File: src/rtl/alu_cmd_seq_pkg.sv
// Shared constants and FSM state type for the ALU command sequencer.
package alu_cmd_seq_pkg;

    localparam int DATA_W    = 6;   // operand / result width
    localparam int FXN_W     = 3;   // ALU function-select width
    localparam int DEPTH_DEF = 4;   // default command FIFO depth
    localparam int CNT_W     = 8;   // completed-result counter width

    typedef enum logic [1:0] {
        IDLE = 2'd0,
        EXEC = 2'd1,
        HOLD = 2'd2
    } state_e;

endpackage

File: src/rtl/alu_cmd_seq_fifo.sv
// Command FIFO: DEPTH entries of WIDTH bits, count-based full/empty,
// head word presented combinationally on rdata.
module cmd_fifo #(
    parameter int WIDTH = 15,
    parameter int DEPTH = 4
) (
    input  logic             clk,
    input  logic             rst,
    input  logic             push,
    input  logic             pop,
    input  logic [WIDTH-1:0] wdata,
    output logic [WIDTH-1:0] rdata,
    output logic             full,
    output logic             empty
);

    localparam int PTR_W = $clog2(DEPTH);
    localparam int CNT_W = PTR_W + 1;

    logic [WIDTH-1:0] mem_q [DEPTH];
    logic [PTR_W-1:0] wr_ptr_q;
    logic [PTR_W-1:0] rd_ptr_q;
    logic [CNT_W-1:0] count_q;
    logic             do_push;
    logic             do_pop;

    assign do_push = push && !full;
    assign do_pop  = pop && !empty;
    assign full    = (count_q == CNT_W'(DEPTH));
    assign empty   = (count_q == '0);
    assign rdata   = mem_q[rd_ptr_q];

    // Storage write; contents are don't-care until the count says otherwise.
    // NOTE: the array has no reset -- count_q gates every read, so clearing it buys nothing.
    always_ff @(posedge clk) begin
        if (do_push) begin
            mem_q[wr_ptr_q] <= wdata;
        end
    end

    // Pointers wrap naturally modulo DEPTH (power of two); count tracks occupancy.
    always_ff @(posedge clk or posedge rst) begin
        if (rst) begin
            wr_ptr_q <= '0;
            rd_ptr_q <= '0;
            count_q  <= '0;
        end else begin
            if (do_push) wr_ptr_q <= wr_ptr_q + 1'b1;
            if (do_pop)  rd_ptr_q <= rd_ptr_q + 1'b1;
            case ({do_push, do_pop})
                2'b10:   count_q <= count_q + 1'b1;
                2'b01:   count_q <= count_q - 1'b1;
                default: count_q <= count_q;
            endcase
        end
    end

endmodule

File: src/rtl/alu_cmd_seq.sv
// ALU command sequencer: queues {a,b,fxn} commands, feeds them one at a
// time to an external combinational ALU and holds each result until taken.
module alu_cmd_seq #(
    parameter int DEPTH  = alu_cmd_seq_pkg::DEPTH_DEF,
    parameter int DATA_W = alu_cmd_seq_pkg::DATA_W,
    parameter int FXN_W  = alu_cmd_seq_pkg::FXN_W
) (
    input  logic              clk,
    input  logic              rst,
    input  logic              in_valid,
    output logic              in_ready,
    input  logic [DATA_W-1:0] in_a,
    input  logic [DATA_W-1:0] in_b,
    input  logic [FXN_W-1:0]  in_fxn,
    output logic [DATA_W-1:0] alu_a,
    output logic [DATA_W-1:0] alu_b,
    output logic [FXN_W-1:0]  alu_fxn,
    input  logic [DATA_W-1:0] alu_x,
    output logic              res_valid,
    input  logic              res_ready,
    output logic [DATA_W-1:0] res_data,
    output logic              res_zero,
    output logic              res_neg,
    output logic [7:0]        res_cnt
);

    import alu_cmd_seq_pkg::*;

    localparam int CMD_W = 2 * DATA_W + FXN_W;

    state_e            state_q, state_d;
    logic [DATA_W-1:0] alu_a_q, alu_a_d;
    logic [DATA_W-1:0] alu_b_q, alu_b_d;
    logic [FXN_W-1:0]  alu_fxn_q, alu_fxn_d;
    logic [DATA_W-1:0] res_data_q, res_data_d;
    logic              res_valid_q, res_valid_d;
    logic              res_zero_q, res_zero_d;
    logic              res_neg_q, res_neg_d;
    logic [7:0]        res_cnt_q, res_cnt_d;

    logic              fifo_push;
    logic              fifo_pop;
    logic              fifo_full;
    logic              fifo_empty;
    logic [CMD_W-1:0]  fifo_head;

    // Held low during reset so nothing is offered an accept mid-reset.
    assign in_ready  = !fifo_full && !rst;
    assign fifo_push = in_valid && in_ready;

    cmd_fifo #(
        .WIDTH (CMD_W),
        .DEPTH (DEPTH)
    ) u_cmd_fifo (
        .clk   (clk),
        .rst   (rst),
        .push  (fifo_push),
        .pop   (fifo_pop),
        .wdata ({in_a, in_b, in_fxn}),
        .rdata (fifo_head),
        .full  (fifo_full),
        .empty (fifo_empty)
    );

    // Next-state, pop decision and result capture for IDLE -> EXEC -> HOLD.
    always_comb begin
        // NOTE: every _d gets its hold value first so no branch can leave one unassigned (no latches).
        state_d     = state_q;
        alu_a_d     = alu_a_q;
        alu_b_d     = alu_b_q;
        alu_fxn_d   = alu_fxn_q;
        res_data_d  = res_data_q;
        res_valid_d = res_valid_q;
        res_zero_d  = res_zero_q;
        res_neg_d   = res_neg_q;
        res_cnt_d   = res_cnt_q;
        fifo_pop    = 1'b0;

        case (state_q)
            IDLE: begin
                if (!fifo_empty) begin
                    fifo_pop                      = 1'b1;
                    {alu_a_d, alu_b_d, alu_fxn_d} = fifo_head;
                    state_d                       = EXEC;
                end
            end
            EXEC: begin
                res_data_d  = alu_x;
                res_zero_d  = (alu_x == '0);
                res_neg_d   = alu_x[DATA_W-1];
                res_valid_d = 1'b1;
                state_d     = HOLD;
            end
            HOLD: begin
                if (res_ready) begin
                    res_cnt_d   = res_cnt_q + 8'd1;
                    res_valid_d = 1'b0;
                    if (!fifo_empty) begin
                        fifo_pop                      = 1'b1;
                        {alu_a_d, alu_b_d, alu_fxn_d} = fifo_head;
                        state_d                       = EXEC;
                    end else begin
                        state_d = IDLE;
                    end
                end
            end
            default: state_d = IDLE;
        endcase
    end

    // State and output registers, cleared asynchronously.
    always_ff @(posedge clk or posedge rst) begin
        if (rst) begin
            state_q     <= IDLE;
            alu_a_q     <= '0;
            alu_b_q     <= '0;
            alu_fxn_q   <= '0;
            res_data_q  <= '0;
            res_valid_q <= 1'b0;
            res_zero_q  <= 1'b0;
            res_neg_q   <= 1'b0;
            res_cnt_q   <= '0;
        end else begin
            // NOTE: non-blocking so every register samples pre-edge values regardless of statement order.
            state_q     <= state_d;
            alu_a_q     <= alu_a_d;
            alu_b_q     <= alu_b_d;
            alu_fxn_q   <= alu_fxn_d;
            res_data_q  <= res_data_d;
            res_valid_q <= res_valid_d;
            res_zero_q  <= res_zero_d;
            res_neg_q   <= res_neg_d;
            res_cnt_q   <= res_cnt_d;
        end
    end

    assign alu_a     = alu_a_q;
    assign alu_b     = alu_b_q;
    assign alu_fxn   = alu_fxn_q;
    assign res_data  = res_data_q;
    assign res_valid = res_valid_q;
    assign res_zero  = res_zero_q;
    assign res_neg   = res_neg_q;
    assign res_cnt   = res_cnt_q;

endmodule

File: config.mk
export PLATFORM = sky130hd
export DESIGN_NAME = alu_cmd_seq
export DESIGN_NICKNAME = d
export VERILOG_FILES = /design/src/rtl/alu_cmd_seq_pkg.sv /design/src/rtl/alu_cmd_seq_fifo.sv /design/src/rtl/alu_cmd_seq.sv
export SDC_FILE = /design/constraint.sdc
export NUM_CORES = 1
export LEC_CHECK = 0
export ABC_AREA = 1
export CAP_MARGIN = 20
export CORE_MARGIN = 1.5
export CORE_UTILIZATION = 40
export DETAILED_ROUTE_END_ITERATION = 7
export GPL_TIMING_DRIVEN = 1
export SYNTH_ARGS = -nofsm -noshare
export SYNTH_HDL_FRONTEND = slang
export SYNTH_SLANG_ARGS = --single-unit
File: constraint.sdc
create_clock -name clk -period 3.3 [get_ports clk]
set_clock_uncertainty 0.1 [all_clocks]
set_input_delay 0.495 -clock clk [delete_from_list [all_inputs] [get_ports clk]]
set_output_delay 0.495 -clock clk [all_outputs]
set_load 0.02 [all_outputs]
==> summary.txt, run 1 <==
Clock tree
  – Root buffer cell: clkbuf_8
  – Hold-fix buffers, CTS: 0
  – PostCTS Resize Cnt: 0
  – TritonCTS clock tree: yes
  – Worst skew pair latency: 0.35 ns
  – Clock transition at path regs: 0.08 ns
  – H-tree depth: 3
  – Clock Sinks: 100
  – Clock Tree Buf Depth: 2
  – # Post-CTS Setup Buffers: 0
  – TritonCTS buffer count: 9

Global routing
  – Initial antenna violation count: 0
  – First-pass GRT wire length: 12.80 mm
  – GRT Util Overall: 15.03%
  – Number of global-route vias before repair: 2,624
  – Grt ovf: 0
  – Pin count of the biggest net entering global routing: 43

Placed design
  – Pre-CTS setup slack: 0.8183 ns
  – # port buffers: 57
  – Dpl hpwl: 4.762 mm
  – GP Congestion: 0.7143

STA
  – Worst setup margin: 1.009 ns
  – Slew headroom: 53.80%
  – Final Setup Violations: 0
  – RSZ-0062 raised after global routing: no
  – Highest clock rate: 436.6 MHz
  – Final Hold Viols: 0
  – Final Max Tran Viols: 0
  – Crit share post-route: 69.41%
  – Slew @ Worst Pin: 0.6930 ns
  – WHS: 0.3830 ns
  – Fin Setup TNS: 0 ns
  – Final min period: 2.291 ns

Layout
  – Most common cell after layout, fill and taps aside: nand2_1
  – Reg area: 0.002803 mm2
  – Multi-input gate area: 0.001072 mm2
  – Finished Core Util: 49.80%
  – Final Net Count: 453
  – Share of layout cells above drive strength 1: 11.03%
  – Antenna diodes: 0
  – Most frequent cells in the layout: nand2_1 (61), edfxtp_1 (60), clkdlybuf4s50_1 (57)
  – Area grow syn2layout: 22.32%
  – Fill cells: 928

Route
  – ANT nets after route: 0
  – TritonRoute pass-1 iters: 4
  – WL/cell: 13.89 um
  – Via-to-Cell Ratio: 4.728
  – 1st-iter DRT viols: 77
  – Via count: 2,657
  – WL final: 7.807 mm
  – DR DRC count: 0

Floorplan
  – Core Rows: 37
  – IO Pins: 58
  – Die X: 105.0 um
  – Full die area: 0.01103 mm2
  – Die H: 105.0 um
  – Initial Util: 40.71%
  – Core area: 0.01023 mm2

Power and ir drop
  – Max VDD drop: 0.2972 mV
  – Final Power: 4.485 mW
  – Cell Pwr Density: 880.3 mW/mm2
  – Lkg Pwr: 2.120 nW

Critical path
  – Critical Path AT: 1.70 ns
  – Crit path max fanout: 2
  – Reg-to-reg slack, setup: 1.25 ns
  – Critical Path RT: 2.70 ns
  – Critical path class: in2out
  – CP startpoint kind: input port
  – R2R cell count: 10
  – Crit end category: primary output

Synth
  – Cells after synthesis: 360
  – Synthesized cell area: 0.004165 mm2
  – Yosys synthesis warning count: 0
  – Seq cells post-synth: 100
  – Sequential share of the synthesized area: 67.29%
  – Synth unique cells: 30
  – Net Count, Synth: 392
  – Synth Area per Inst: 11.57 um2

Min path
  – Hold Crit Depth: 2
  – Hold WC Path Type: reg2reg

Run
  – MaxCap Viol Count: 0

Run status
  – Status: finished clean
==> cells by family after synthesis <==
kind of cell	share of synthesized area [%]
multiplexers	0.8110
flip-flops	67.29
adder cells (fa/ha/maj)	2.283
XOR/XNOR	1.472
AO/OA/AOI/OAI	8.531
buffers and inverters	6.969
AND/OR/NAND/NOR	12.65
==> flip-flops by register name, summed over array words and instances (netlist names) <==
name                 cells
u_cmd_fifo.mem_q        60
res_cnt                  8
alu_a                    6
alu_b                    6
res_data                 6
alu_fxn                  3
u_cmd_fifo.count_q       3
state_q                  2
u_cmd_fifo.rd_ptr_q      2
u_cmd_fifo.wr_ptr_q      2
res_valid                1
res_zero                 1
==> critical path: stages <==
cell             delay [ns]
clkdlybuf4s50_1        0.43
a31oi_1                0.15
clkdlybuf4s50_1        0.63
==> synth_stat cells (all sizes together) <==
master | n | area share (%)
nand2 | 63 | 5.9
edfxtp | 60 | 43
inv | 54 | 4.9
dfrtp | 40 | 24
o21ai | 36 | 4.4
a21oi | 33 | 4.0
nand3 | 23 | 4.4
nor2 | 16 | 1.7
buf | 11 | 1.9
ha | 6 | 1.8
xor2 | 4 | 0.84
mux2 | 3 | 0.81
xnor2 | 3 | 0.63
clkbuf | 2 | 0.18
nand4 | 2 | 0.30
a31oi | 1 | 0.15
fa | 1 | 0.48
nand3b | 1 | 0.18
nor3 | 1 | 0.12
==> cell type report <==
cell class	count	share of cell area (%)
flip-flops and latches	100	55.01
multi-input cells	193	21.05
repair buffers	63	12.08
inverters	54	3.978
well taps	136	3.340
clock buffers	10	2.505
clock inverters	6	2.038
==> through the flow <==
step           instance area [um2]  cells
6_report                      5095    562
5_1_grt                       5095    562
4_1_cts                       5095    562
3_5_place_dp                  4863    546
3_3_place_gp                  4863    546
2_1_floorplan                 4165    360
==> worst paths after layout <==
path                                       startpoint                     to
worst max-delay path                              rst               in_ready
worst min-delay path                        res_valid              res_valid
worst max register to register  u_cmd_fifo.count_q[1]  u_cmd_fifo.count_q[2]
worst min register to register              res_valid              res_valid
max in group asynchronous                         rst             res_cnt[1]
min in group asynchronous                         rst            res_data[2]
==> layer usage <==
metal	vias to the layer above	part of all wire [%]	wire [um]	track usage, %
li1	1310	-	-	-
met1	1274	47	3639	18.97
met2	61	48	3763	25.12
met3	12	3.4	266	2.994
met4	0	1.8	138	6.458
met5	-	0	0	0
==> power breakdown <==
group / total (mW) / internal (mW) / switching [mW]
registers: 1.87 / 1.64 / 0.230
clock network: 0.901 / 0.499 / 0.402
logic: 1.72 / 0.695 / 1.02
total: 4.49 / 2.83 / 1.65
No activity file was read; power rests on OpenSTA's default activity.
==> inputs of run 2 (changes only) <==
==> constraint.sdc (replaced) <==
create_clock -name clk -period 2.34 [get_ports clk]
set_clock_uncertainty 0.1 [all_clocks]
set_input_delay 0.351 -clock clk [delete_from_list [all_inputs] [get_ports clk]]
set_output_delay 0.351 -clock clk [all_outputs]
set_load 0.02 [all_outputs]
==> run 2 against run 1 <==
- register-to-register slack got worse by 0.78 ns
- worst setup slack got worse by 0.77 ns
- cell count rose by 1.4%
- largest cell class unchanged
- routed wire length rose by 1.3%
- largest power group is now combinational cells
- critical endpoint unchanged
- utilization rose by 0.55 points
- sequential power rose by 36%
- combinational power rose by 51%
==> summary.txt, run 2 (same netlist as run 1, synthesis figures left out) <==
Global routing
  – First-pass GRT wire length: 12.97 mm
  – Layer with the highest usage: met2
  – Grt ovf: 0
  – Initial antenna violation count: 0
  – Met3 usage: 3.057%
  – GRT met2 Usage: 25.54%
  – Pin count of the biggest net entering global routing: 41
  – Routing usage on met1: 19.23%
  – GRT Util Overall: 15.31%
  – Number of global-route vias before repair: 2,607

Critical path
  – Setup crit start: rst
  – CP cell instances: clkdlybuf4s50_1 -> a31oi_1 -> clkdlybuf4s50_1
  – CP max-delay cell: clkdlybuf4s50_1
  – Crit path max fanout: 2
  – CP startpoint kind: input port
  – Critical Path AT: 1.65 ns
  – Critical path class: in2out
  – Most used cell, CP: clkdlybuf4s50_1
  – CP peak stage delay: 0.63 ns
  – FF-to-FF Start: state_q[0]
  – Crit end category: primary output
  – Critical Path RT: 1.89 ns

Floorplan
  – Full die area: 0.01103 mm2
  – Core Rows: 37
  – Initial Util: 40.71%
  – IO Pins: 58
  – Core area: 0.01023 mm2
  – Die H: 105.0 um
  – Die X: 105.0 um

STA
  – RSZ-0062 raised after global routing: no
  – Fin Setup TNS: 0 ns
  – Final min period: 2.101 ns
  – Final Setup Violations: 0
  – Final Max Tran Viols: 0
  – Final Hold Viols: 0
  – Slew @ Worst Pin: 0.5563 ns
  – Crit share post-route: 89.78%
  – WHS: 0.3799 ns
  – Highest clock rate: 476.0 MHz
  – Slew headroom: 62.91%

Route
  – ANT nets after route: 0
  – WL final: 7.910 mm
  – Via count: 2,658
  – TritonRoute pass-1 iters: 4
  – DR DRC count: 0
  – 1st-iter DRT viols: 77
  – Via-to-Cell Ratio: 4.663
  – WL/cell: 13.88 um

Power and ir drop
  – Final Power: 6.265 mW
  – Int Pwr: 3.889 mW
  – Reg power frac: 40.6%
  – Cell Pwr Density: 1216 mW/mm2
  – Net Sw Power: 2.376 mW
  – Switch share: 37.93%
  – Clock Power Share: 17.9%
  – Gate power share: 41.6%
  – Max VDD drop: 0.5114 mV
  – Lkg Pwr: 2.142 nW

Layout
  – Most frequent cells in the layout: nand2_1 (61), edfxtp_1 (60), clkdlybuf4s50_1 (57)
  – Max reg flops: 60
  – Largest Register: u_cmd_fifo.mem_q
  – Area grow syn2layout: 23.67%
  – Antenna diodes: 0
  – Final Net Count: 461
  – Most common cell after layout, fill and taps aside: nand2_1
  – Fill cells: 905
  – Share of layout cells above drive strength 1: 13.59%
  – Final std cells w/o fill: 570
  – Reg area: 0.002803 mm2
  – Multi-input gate area: 0.001095 mm2

Clock tree
  – Clock transition at path regs: 0.08 ns
  – Clock Sinks: 100
  – # Post-CTS Setup Buffers: 0
  – Hold-fix buffers, CTS: 0
  – Root buffer cell: clkbuf_8
  – Worst skew pair latency: 0.35 ns
  – TritonCTS buffer count: 9
  – PostCTS Resize Cnt: 0
  – TritonCTS clock tree: yes
  – Clock Tree Buf Depth: 2
  – H-tree depth: 3

Min path
  – Hold_sp: u_cmd_fifo.count_q[1]
  – Hold WC Path Type: reg2reg

Run status
  – Status: finished clean

Placed design
  – # port buffers: 57
  – Dpl hpwl: 5.084 mm
  – GP Congestion: 0.7195
  – Dpl cells: 554

Run
  – MaxCap Viol Count: 0
run 2: final cells by class:
| cell class | instances | area share, % |
|---|---|---|
| clock inverters | 5 | 1.166 |
| clock buffers | 11 | 2.745 |
| flip-flops and latches | 100 | 54.41 |
| multi-input cells | 193 | 21.25 |
| inverters | 54 | 4.008 |
| well taps | 136 | 3.303 |
| repair buffers | 71 | 13.12 |
run 2: final timing paths:
kind / cells past startpoint / slack [ns] / to
min in group asynchronous: 3 / 0.50 / res_data[0]
max in group asynchronous: 3 / 1.27 / res_data[3]
worst max register to register: 10 / 0.47 / u_cmd_fifo.count_q[2]
worst min-delay path: 2 / 0.38 / u_cmd_fifo.count_q[1]
worst max-delay path: 3 / 0.24 / in_ready
worst min register to register: 2 / 0.38 / u_cmd_fifo.count_q[1]
run 2: routing by layer:
metal / wire length (um) / up-vias / share of wire, %
li1: - / 1330 / -
met1: 3551 / 1252 / 45
met2: 3938 / 68 / 50
met3: 312 / 8 / 3.9
met4: 108 / 0 / 1.4
met5: 0 / - / 0
run 2: metrics by stage:
stage | setup WS, ns | util, % | cell area [um2]
global route | 0.1808 | 50.35 | 5151
floorplan | 0.01902 | - | 4192
finish | 0.2391 | 50.35 | 5151
detailed placement | 0.07319 | 48.38 | 4950
CTS | 0.2333 | 50.35 | 5151
global placement | 0.09564 | 48.38 | 4950
run 2: critical path: cells and delay by family:
kind            cells  cell delay, ns
compound gates      1            0.20
buf+inv             2            1.10
run 2: power groups by stage:
stage               sequential (mW)  combinational [mW]  clock [mW]
CTS                            2.54                2.65        1.16
finish                         2.54                2.60        1.12
floorplan                      2.83                1.50           0
detailed placement             2.58                2.65           0
global route                   2.59                2.91        1.22
global placement               2.57                2.60           0
